$ cat src/rtl/bcd_decoder.sv
// Binary switch value to four active-low seven-segment digits using an
// iterative shift-add-3 (double dabble) conversion, one input bit per clock.
module bcd_decoder #(
  parameter int N   = 10,
  parameter int SEG = 7
) (
  input  logic           clk,
  input  logic           rst,
  input  logic [N-1:0]   switches,
  output logic [0:SEG-1] display_unidades,
  output logic [0:SEG-1] display_decenas,
  output logic [0:SEG-1] display_centenas,
  output logic [0:SEG-1] display_unidades_millar
);

  localparam int CNT_W = (N > 1) ? $clog2(N) : 1;
  localparam logic [CNT_W-1:0] CNT_LAST = CNT_W'(N - 1);

  typedef enum logic [1:0] {
    LOAD   = 2'd0,
    SHIFT  = 2'd1,
    UPDATE = 2'd2
  } state_t;

  state_t           state;
  state_t           state_next;
  logic [N-1:0]     bin;
  logic [15:0]      bcd;
  logic [15:0]      bcd_adj;
  logic [CNT_W-1:0] cnt;

  // Segment patterns are a..g from left to right; 0 lights a segment.
  function automatic logic [0:SEG-1] seg_encode(input logic [3:0] digit);
    logic [0:SEG-1] seg;
    case (digit)
      4'd0:    seg = 7'b0000001;
      4'd1:    seg = 7'b1001111;
      4'd2:    seg = 7'b0010010;
      4'd3:    seg = 7'b0000110;
      4'd4:    seg = 7'b1001100;
      4'd5:    seg = 7'b0100100;
      4'd6:    seg = 7'b0100000;
      4'd7:    seg = 7'b0001111;
      4'd8:    seg = 7'b0000000;
      4'd9:    seg = 7'b0000100;
      default: seg = 7'b1111111;
    endcase
    return seg;
  endfunction

  // Correct every nibble that would overflow past 9 once doubled.
  always_comb begin
    bcd_adj = bcd;
    for (int i = 0; i < 4; i++) begin
      if (bcd[4*i +: 4] >= 4'd5) begin
        bcd_adj[4*i +: 4] = bcd[4*i +: 4] + 4'd3;
      end
    end
  end

  always_ff @(posedge clk) begin
    if (rst) begin
      state <= LOAD;
    end else begin
      state <= state_next;
    end
  end

  always_comb begin
    state_next = LOAD;
    case (state)
      LOAD:    state_next = SHIFT;
      SHIFT:   state_next = (cnt == CNT_LAST) ? UPDATE : SHIFT;
      UPDATE:  state_next = LOAD;
      default: state_next = LOAD;
    endcase
  end

  always_ff @(posedge clk) begin
    if (rst) begin
      bin                     <= '0;
      bcd                     <= '0;
      cnt                     <= '0;
      display_unidades        <= seg_encode(4'd0);
      display_decenas         <= seg_encode(4'd0);
      display_centenas        <= seg_encode(4'd0);
      display_unidades_millar <= seg_encode(4'd0);
    end else begin
      case (state)
        LOAD: begin
          bin <= switches;
          bcd <= '0;
          cnt <= '0;
        end
        SHIFT: begin
          // MSB of the binary word moves into the units nibble.
          {bcd, bin} <= {bcd_adj, bin} << 1;
          cnt        <= cnt + 1'b1;
        end
        UPDATE: begin
          display_unidades        <= seg_encode(bcd[3:0]);
          display_decenas         <= seg_encode(bcd[7:4]);
          display_centenas        <= seg_encode(bcd[11:8]);
          display_unidades_millar <= seg_encode(bcd[15:12]);
        end
        default: begin
          cnt <= '0;
        end
      endcase
    end
  end

endmodule

$ cat config.mk
export PLATFORM = sky130hd
export DESIGN_NAME = bcd_decoder
export DESIGN_NICKNAME = d
export VERILOG_FILES = /design/src/rtl/bcd_decoder.sv
export SDC_FILE = /design/constraint.sdc
export NUM_CORES = 1
export LEC_CHECK = 0
export BUFFER_PORTS_ARGS = -buffer_cell sky130_fd_sc_hd__buf_4
export CAP_MARGIN = 30
export CELL_PAD_IN_SITES_DETAIL_PLACEMENT = 0
export CELL_PAD_IN_SITES_GLOBAL_PLACEMENT = 1
export CORE_MARGIN = 8
export CORE_UTILIZATION = 39
export DETAILED_ROUTE_END_ITERATION = 10
export GPL_TIMING_DRIVEN = 0
export PLACE_DENSITY_LB_ADDON = 0.1
export RECOVER_POWER = 25
export SYNTH_ARGS = -nofsm -noshare
export SYNTH_HDL_FRONTEND = slang
export SYNTH_SLANG_ARGS = --single-unit
$ cat constraint.sdc
create_clock -name clk -period 1.4 [get_ports clk]
set_input_delay 0.07 -clock clk [delete_from_list [all_inputs] [get_ports clk]]
set_output_delay 0.07 -clock clk [all_outputs]
set_load 0.02 [all_outputs]
Word-level counts from Yosys, hierarchy flattened. Memory sizes are Yosys's and may differ from the RTL's. A register that Yosys moved wholly into a read port is not among the register bits. Index checks and enable logic that the tools add are counted.

Flip-flop bits (word level): 32. Latch bits: 0. RAM bits: 0. Memory bits (read-only): 448. Output and inout bits: 28. Memories: 4.

Add/sub/neg operators: 5. Multiply operators: 0. Divide/modulo/power cells: 0. Order comparisons: 4. Equal/unequal tests: 3. Shifts and indexed selects: 0. Mux-type cells: 9. Bitwise gates (word level): 0. Reductions and logical operators: 2.

Memory list: (name not given) (words 16, bits a word 7, read ports 1, clocked after memory_dff 1, write ports 0, RTL line 35) `case (digit)`; (name not given) (words 16, bits a word 7, read ports 1, clocked after memory_dff 1, write ports 0, RTL line 35); (name not given) (words 16, bits a word 7, read ports 1, clocked after memory_dff 1, write ports 0, RTL line 35); (name not given) (words 16, bits a word 7, read ports 1, clocked after memory_dff 1, write ports 0, RTL line 35).

Operator list (number): $pmux W16 S2 (1); $pmux W10 S2 (1); $ge A4 B3 Y1 const B (4); $add A4 B2 Y4 const B (3); $mux W4 (3); $pmux W4 S2 (1); $add A4 B1 Y4 const B (1); $eq A4 B4 Y1 const B (1); $pmux W2 S2 (1); $add A3 B2 Y3 const B (1); $mux W3 (1); $eq A2 B1 Y1 const B (1); $eq A2 B2 Y1 const B (1); $logic_not A2 Y1 (1); $mux W2 (1); $reduce_bool A2 Y1 (1).

Depth between registers and ports, before layout. Gate-level depths: netlist of run 1.

Depth after elaboration: 3. Gate-level depth with buffers: 7. Mapped depth without buffers: 6.

Least setup slack after synthesis of run 1. Ideal clock, no wire load.

Path type: flip-flop to flip-flop. Start point: register bcd[1]. End point: register bcd[2]. Arrival time: 1.337 ns. Required time: 1.283 ns. Slack: -0.054 ns. Cell stages (with the launch flop): 7. Path buffers: 0. Path through: dfxtp_1 -> inv_1 -> ha_1 -> nand2b_1 -> a21oi_2 -> mux2i_1 -> a22o_1.

Longest elaborated chain between the ends: 3.

Ends and longest elaborated chain: start: declaration (RTL line 28) `logic [15:0] bcd;`; start signal: assignment (RTL line 97) `{bcd, bin} <= {bcd_adj, bin} << 1;`; $add A4 B2 Y4 or $ge A4 B3 Y1 (tied branches) (RTL line 56, 55); $mux W4 * (RTL line 55) `if (bcd[4*i +: 4] >= 4'd5) begin`; $pmux W16 S2 * (RTL line 89) `case (state)`.

Mark *: on every way between the ends. The rest lies on a longest branch, timed or not. A chain may end at the register's enable or synchronous reset.

Final worst setup path of run 1.
Start point: register bcd[9]. End point: register bcd[10].

The elaborated chain is that of the path after synthesis.

==> run summary, run 1 <==
Top Family by Delay on Critical Path = flip-flops
Worst EP arrival = 1630 ps
Post-synth EDFFs = 0
H-tree levels = 3
GP Congestion = 0.8108
synthesized area = 3161 um2
Vias = 2733
Netlist cell types = 37
initial drt markers = 134
Period minus WS final = 1347 ps
final net count = 468
Final Hold Fails = 0
CORE AREA = 8051 um2
Clock transition at path regs = 70 ps
sequential cell area = 1235 um2
clk_lat worst skew = 340 ps
layout cells sized above 1 = 24.03%
top_reg_cell synth = dfxtp_1
Crit Path Max Fanout = 3
CTS buffer count = 9
GRT Total Usage = 14.94%
drt wl/cell = 14.94 um
sequential fraction of the synthesis area = 38.00%
CP Launch Type = flop
Slew @ Worst Pin = 624.7 ps
yosys synthesis warning count = 0
filler instances = 819
worst setup path startpoint = bcd[9]$_SDFFE_PP0P_
max incr delay on CP = 360 ps
fmax = 0.7425 GHz
Synth Area per Inst = 8.428 um2
row cnt = 33
CP Buf/Inv Count = 1
Mapped Cells = 375
Starting Density = 39.25%
drt first pass iters = 4
Sink Count = 60
end-of-flow core utilization = 48.83%
vias in the first global route = 2690
post-DP HPWL = 5560 um
RSZ-0062 raised after global routing = false
setup ws final = 53.18 ps
Worst Hold Class = input port to flop
largest net degree at the start of global routing = 11
post-synthesis async set-or-reset flop share = 0%
CP required = 1680 ps
Post-Place Setup Slack = -195.4 ps
Worst Clk Skew = 4.151 ps
Die H = 106.0 um
first-pass GRT wire length = 13500 um
width of the die = 106.0 um
period utilisation layout = 96.20%
num ports = 40
ANT cells = 0
DR DRC count = 0
DRT antenna net count = 0
most frequent cells in the layout = 66 x nor2_1, 49 x dfxtp_1, 35 x a21oi_1
commonest non-fill, non-tap cell in the layout = nor2_1
Crit. End Element = flop
kind of critical path = flop to flop
Routed WL = 8100 um
gr ovfl total = 0
critical path's slowest cell = dfxtp_4
syn_nets = 410
PwrDens = 838.4 nW/um2
Total Neg Setup Slack = 0 ps
clock root cell = clkbuf_8
# Max-Cap Violations = 0
via/cell ratio = 5.042
Finish-stage setup viols = 0
VDD IR max = 514.7 uV
port buffer count = 39
initial antenna violation count = 0
die area = 11240 um2
CTS tree = done
area delta synth->final = 24.39%
max-slew violations = 0
critical-path cell list = inv_2, ha_4, nand2b_4, a21oi_4, mux2i_1, a22o_1
HP Start = switches[9]
Static Leak = 0.001580 uW
reg2reg start = bcd[9]$_SDFFE_PP0P_
maximum root-to-sink buffer count = 2
multi-input logic area = 1868 um2
Pwr Total = 3296 uW
Slew Limit Headroom = 58.35%
Seq cells post-synth = 60
status = finished clean
[report_power, final]
group	switching, uW	internal, uW	leakage, uW	total, uW
logic	95.3	78.0	0.000997	173
clock network	670	725	0.0000893	1390
registers	14.0	1710	0.000494	1730
[worst min-delay path: stages]
cell and delay (ps):
buf_4 70, mux2i_1 50, nor2_1 80, a21oi_1 40, nor2_1 70
[routing by layer]
metal | GRT usage [%] | vias to the layer above | share of wire, %
met1 | 18.85 | 1274 | 48
met5 | 0 | - | 0
li1 | - | 1413 | -
met3 | 3.327 | 12 | 3.1
met2 | 23.99 | 34 | 47
met4 | 6.432 | 0 | 1.6
[stage by stage]
stage	cell area, um2	std cells	hold slack, ps
global placement	3588	519	309.9
finish	3931	542	85.87
global route	3931	542	108.1
detailed placement	3588	519	313.2
CTS	3859	541	77.66
floorplan	3164	375	214.1
[path summary, 6_finish.rpt]
| check | end | slack [ps] | depth (start not counted) |
|---|---|---|---|
| worst min register to register | display_decenas[6]$_SDFFE_PP1N_ | 470 | 2 |
| worst max register to register | bcd[10]$_SDFFE_PP0P_ | 50 | 6 |
| worst max-delay path | bcd[10]$_SDFFE_PP0P_ | 50 | 6 |
| worst min-delay path | bin[9]$_SDFFE_PP0P_ | 90 | 5 |
[logic make-up (layout without fill, tap and decap cells)]
family                   after synthesis  count (layout)  synth area share, %
AND/OR/NAND/NOR                      123             123                17.85
AO/OA/AOI/OAI                        105             105                21.18
flip-flops                            60              60                38.00
buffers and inverters                 42             104                7.205
adder cells (fa/ha/maj)               23              23                9.105
multiplexers                          14              14                4.434
XOR/XNOR                               8               8                2.217
[repair_timing]
action | CTS | global route
gates resized for setup | 19 | 35
pin swaps | 4 | 10
hold buffers | 1 | 0
endpoints found under the hold margin | 1 | 0
setup endpoints to repair | 21 | 17
setup buffers | 6 | 1
[registers in the layout (all words and copies together) (netlist names)]
name / flops
bcd: 16
state: 2
bin: 10
cnt: 4
display_centenas: 7
display_unidades: 7
display_unidades_millar: 7
display_decenas: 7
[synthesized netlist by cell type (all sizes together) (3+ instances only)]
| cell type | instances | share of area, % |
|---|---|---|
| a21oi | 39 | 6.7 |
| nand2b | 10 | 2.2 |
| o21a | 4 | 0.95 |
| buf | 22 | 4.8 |
| a22o | 10 | 2.8 |
| clkbuf | 3 | 0.36 |
| mux2i | 14 | 4.4 |
| nor2 | 67 | 8.2 |
| nor3 | 21 | 3.3 |
| o31ai | 4 | 0.95 |
| nand2 | 19 | 2.4 |
| a211oi | 12 | 3.6 |
| xor2 | 4 | 1.1 |
| ha | 23 | 9.1 |
| dfxtp | 60 | 38 |
| xnor2 | 4 | 1.1 |
| o21ai | 27 | 4.3 |
| inv | 17 | 2.0 |
| a31oi | 4 | 0.79 |
[cell type report]
type	count	share of cell area, %
multi-input combinational	273	47.52
sequential	60	31.41
timing repair buffer	47	7.034
buffer	25	4.774
clock buffer	13	4.042
tap	105	3.342
inverter	17	1.623
clock inverter	2	0.2546
No activity file was read; power rests on OpenSTA's default activity.
==> run 2, diff against run 1 <==
--- a/config.mk
+++ b/config.mk
@@ -10,9 +10,8 @@
 export CELL_PAD_IN_SITES_DETAIL_PLACEMENT = 0
 export CELL_PAD_IN_SITES_GLOBAL_PLACEMENT = 1
 export CORE_MARGIN = 8
-export CORE_UTILIZATION = 39
+export CORE_UTILIZATION = 35
 export DETAILED_ROUTE_END_ITERATION = 10
-export GPL_TIMING_DRIVEN = 0
 export PLACE_DENSITY_LB_ADDON = 0.1
 export RECOVER_POWER = 25
 export SYNTH_ARGS = -nofsm -noshare
==> run 2 against run 1 <==
Against the previous run: maximum frequency grew 2.6%; largest cell class unchanged; flip-flop and latch count unchanged; critical endpoint is now bcd[1]$_SDFFE_PP0P_; sequential power hardly changed; worst setup slack improved by 35 ps; final cell count up 2.4%; global-route usage decreased by 2.6 points; sequential share of layout area fell by 0.58 points; utilization down 3.7 points; via count about the same.
==> run summary, run 2 (synthesis results as in run 1) <==
period utilisation layout = 93.72%
drt first pass iters = 4
Vias = 2731
most frequent cells in the layout = 66 x nor2_1, 57 x buf_4, 51 x dfxtp_1
port buffer count = 39
H-tree levels = 3
crit path to = bcd[1]$_SDFFE_PP0P_
post-DP HPWL = 5478 um
ANT cells = 0
Die H = 111.0 um
CTS tree = done
Period minus WS final = 1312 ps
Slew Limit Headroom = 68.48%
row cnt = 34
DP Area = 3756 um2
CP required = 1620 ps
Sink Count = 60
drt wl/cell = 13.49 um
PwrDens = 838.0 nW/um2
Largest Register = bcd
area delta synth->final = 24.43%
# Max-Cap Violations = 0
max-slew violations = 0
clock root cell = clkbuf_8
max FFs per register = 16
fmax = 0.7621 GHz
Crit Path Max Fanout = 3
final net count = 478
Pwr Total = 3295 uW
final instance area = 3933 um2
largest net degree at the start of global routing = 24
vias in the first global route = 2625
GP Congestion = 0.8168
Worst Clk Skew = 5.656 ps
initial antenna violation count = 0
reg2reg start = bcd[1]$_SDFFE_PP0P_
reg2reg end = bcd[1]$_SDFFE_PP0P_
die area = 12330 um2
Final Hold Fails = 0
DRT antenna net count = 0
initial drt markers = 69
status = finished clean
CTS buffer count = 9
clk_lat worst skew = 330 ps
GRT Total Usage = 12.35%
commonest non-fill, non-tap cell in the layout = nor2_1
width of the die = 111.0 um
Slew @ Worst Pin = 472.2 ps
layout cells sized above 1 = 23.94%
CORE AREA = 8721 um2
Clock transition at path regs = 60 ps
reg2reg path depth = 6
num ports = 40
biggest regs = bcd x16, bin x10
gr ovfl total = 0
sequential cell area = 1212 um2
first-pass GRT wire length = 12780 um
maximum root-to-sink buffer count = 2
Routed WL = 7488 um
VDD IR max = 531.7 uV
via/cell ratio = 4.921
kind of critical path = flop to flop
worst setup path startpoint = bcd[1]$_SDFFE_PP0P_
Static Leak = 0.001612 uW
Finish-stage setup viols = 0
Crit. End Element = flop
post-CTS setup buffers = 0
Worst EP arrival = 1530 ps
multi-input logic area = 1793 um2
Starting Density = 36.24%
flop2flop setup slack = 90 ps
DR DRC count = 0
filler instances = 891
Worst Hold Class = input port to flop
CP Launch Type = flop
-- run 2: metal layers --
layer / global-route usage (%) / part of all wire [%] / up-vias
met5: 0 / 0 / -
met4: 5.333 / 1.3 / 0
met3: 3.355 / 4.7 / 9
met2: 18.52 / 43 / 50
met1: 16.17 / 51 / 1242
li1: - / - / 1430
-- run 2: report_power, final --
group,switching (uW),leakage [uW],internal [uW]
Combinational,87.9,0.00103,81.9
Sequential,16.6,0.000491,1730
Clock,655,0.0000893,725
-- run 2: critical path, stage by stage, from the launching register on --
cell	delay, ps
dfxtp_2	320
inv_1	90
ha_2	240
nand2b_4	70
a21oi_2	180
xnor2_1	90
a22o_1	210
-- run 2: how the worst min path moves through the flow --
stage	end	from	slack (ps)	cells past startpoint
final	bcd[7]$_SDFFE_PP0P_	rst	60	2
after global routing	bin[1]$_SDFFE_PP0P_	rst	70	2
after CTS	cnt[3]$_SDFFE_PP0P_	rst	50	2
after detailed placement	bin[0]$_SDFFE_PP0P_	switches[0]	310	3
after global placement	bin[0]$_SDFFE_PP0P_	switches[0]	310	3
after floorplan	bin[0]$_SDFFE_PP0P_	switches[0]	210	2
-- run 2: layout make-up --
type,count,share of cell area (%)
Sequential cell,60,30.83
Timing Repair Buffer,82,14.22
Clock buffer,13,4.041
Tap cell,108,3.436
Inverter,17,1.623
Clock inverter,2,0.2545
Multi-Input combinational cell,273,45.59
-- run 2: repair_timing --
action | 4_1_cts | 5_1_grt
endpoints found under the hold margin | 1 | 0
pin swaps | 0 | 5
gates resized for setup | 2 | 22
hold buffers | 1 | 0
setup endpoints to repair | 2 | 23
-- run 2: per-stage QoR --
stage | instances | setup TNS (ps) | hold WS, ps | worst slack, ps | util (%)
6_report | 555 | 0 | 63.10 | 87.89 | 45.09
3_5_place_dp | 539 | 0 | 310.0 | 0.3990 | 43.07
3_3_place_gp | 539 | 0 | 306.5 | 8.980 | 43.07
4_1_cts | 555 | 0 | 45.49 | 10.65 | 45.14
5_1_grt | 555 | -3.320 | 69.15 | -2.563 | 45.09
2_1_floorplan | 375 | 0 | 214.1 | 17.83 | -
==> run 3, diff against run 2 <==
--- a/config.mk
+++ b/config.mk
@@ -14,6 +14,7 @@
 export DETAILED_ROUTE_END_ITERATION = 10
 export PLACE_DENSITY_LB_ADDON = 0.1
 export RECOVER_POWER = 25
+export SETUP_SLACK_MARGIN = 0.4
 export SYNTH_ARGS = -nofsm -noshare
 export SYNTH_HDL_FRONTEND = slang
 export SYNTH_SLANG_ARGS = --single-unit
==> run 3 against run 2 <==
Against the previous run: combinational power increased by 36%; total power increased by 15%; register-to-register slack improved by 30 ps; critical endpoint is now bcd[14]$_SDFFE_PP0P_; clock power increased by 33%; non-clock buffer count increased by 33; sequential share of layout area decreased by 7.3 points; first-iteration DRC count increased by 5.8%; clock skew increased by 1.8 ps; highest routed layer unchanged.
==> run summary, run 3 (synthesis results as in run 1) <==
Slew @ Worst Pin = 399.4 ps
critical path's slowest cell = dfxtp_4
period utilisation layout = 91.73%
clock root cell = clkbuf_8
Crit. End Element = flop
die area = 12330 um2
Sink Count = 60
DP Area = 3943 um2
CORE AREA = 8721 um2
vias in the first global route = 3024
status = finished clean
power share of the clock group = 48.3%
Crit Path Max Fanout = 3
Slew Limit Headroom = 73.37%
final instance area = 5346 um2
VDD IR max = 474.9 uV
CP Buf/Inv Count = 1
DR DRC count = 0
reg2reg path depth = 6
GRT Total Usage = 14.73%
maximum root-to-sink buffer count = 2
worst setup path startpoint = bcd[13]$_SDFFE_PP0P_
flop2flop setup slack = 120 ps
Int Pwr = 2957 uW
initial drt markers = 73
first-pass GRT wire length = 15080 um
clk_lat worst skew = 340 ps
Hold Crit Depth = 2
initial antenna violation count = 0
layout cells sized above 1 = 55.93%
H-tree levels = 3
GP Congestion = 0.7750
Starting Density = 36.24%
switch share = 21.89%
Net Sw Power = 828.5 uW
reg2reg end = bcd[14]$_SDFFE_PP0P_
DRT antenna net count = 0
Total Neg Setup Slack = 0 ps
Period minus WS final = 1284 ps
drt first pass iters = 5
Vias = 3000
max-slew violations = 0
reg2reg start = bcd[13]$_SDFFE_PP0P_
width of the die = 111.0 um
max FFs per register = 16
CTS tree = done
Worst Clk Skew = 7.452 ps
largest net degree at the start of global routing = 32
ANT cells = 0
Clock transition at path regs = 70 ps
Worst Hold Class = input port to flop
num ports = 40
Final Hold Fails = 0
most frequent cells in the layout = 59 x buf_4, 47 x nor2_1, 41 x dfxtp_1
CP required = 1680 ps
fmax = 0.7787 GHz
Finish-stage setup viols = 0
final net count = 511
Routed WL = 9531 um
gr ovfl total = 0
drt wl/cell = 16.18 um
CTS buffer count = 9
biggest regs = bcd x16, bin x10
Static Leak = 0.002017 uW
# Max-Cap Violations = 0
Worst EP arrival = 1570 ps
Die H = 111.0 um
RSZ-0062 raised after global routing = true
Largest Register = bcd
port buffer count = 39
post-DP HPWL = 5614 um
area delta synth->final = 69.16%
sequential group share of total power = 45.5%
via/cell ratio = 5.093
Top Family by Delay on Critical Path = flip-flops
critical-path cell list = inv_4, ha_4, nand2b_4, a21oi_4, mux2i_1, a22o_1
CP Launch Type = flop
commonest non-fill, non-tap cell in the layout = buf_4
row cnt = 34
kind of critical path = flop to flop
Gate power share = 6.1%
max incr delay on CP = 370 ps
PwrDens = 708.0 nW/um2
HP Start = rst
hold path endpoint = state[0]$_SDFF_PP0_
==> run 3: timing repair <==
action / 4_1_cts / 5_1_grt
hold buffers: 1 / 0
buffers inserted: 31 / 17
cloned: 3 / 0
endpoints found under the setup margin: 60 / 62
pin swaps: 38 / 38
endpoints found under the hold margin: 1 / 0
resized for setup: 105 / 76
==> run 3: power groups by stage <==
stage                     logic (uW)  registers, uW  clock network, uW
after floorplan                  120           1770                  0
after global placement           161           1780                  0
after detailed placement         164           1770                  0
after CTS                        205           1730               1900
after global routing             254           1730               1960
final                            232           1720               1830
==> run 3: worst max-delay path by stage <==
stage | slack [ps] | end | depth (start not counted)
after floorplan | 180 | bcd[2]$_SDFFE_PP0P_ | 6
after CTS | 140 | bcd[10]$_SDFFE_PP0P_ | 6
after global routing | 60 | bcd[2]$_SDFFE_PP0P_ | 6
after detailed placement | 90 | bcd[10]$_SDFFE_PP0P_ | 6
final | 120 | bcd[14]$_SDFFE_PP0P_ | 6
after global placement | 120 | bcd[14]$_SDFFE_PP0P_ | 6
==> run 3: final cells by class <==
| cell class | count | area, um2 |
|---|---|---|
| fill | 750 | 3374 |
| multi-input combinational | 273 | 2592 |
| sequential | 60 | 1260 |
| timing repair buffer | 115 | 1021 |
| clock buffer | 14 | 205.2 |
| tap | 108 | 135.1 |
| inverter | 17 | 97.59 |
| clock inverter | 2 | 35.03 |
==> run 3: routing by layer <==
layer  track usage [%]  vias up  share of wire [%]
met4             4.089        0                1.2
li1                  -     1495                  -
met5                 0        -                  0
met2             25.44       56                 52
met3             4.816       13                4.9
met1             16.93     1436                 42
==> run 3: stage by stage <==
stage / cells / worst slack (ps) / util [%] / hold WS (ps) / total power [uW]
after floorplan: 375 / 177.0 / - / 214.1 / 1885
after global placement: 521 / 116.7 / 45.21 / 308.0 / 1936
after detailed placement: 521 / 94.72 / 45.21 / 317.2 / 1939
after CTS: 572 / 136.3 / 56.70 / 6.746 / 3828
after global routing: 589 / 57.37 / 61.31 / 35.81 / 3935
final: 589 / 115.8 / 61.31 / 43.75 / 3785
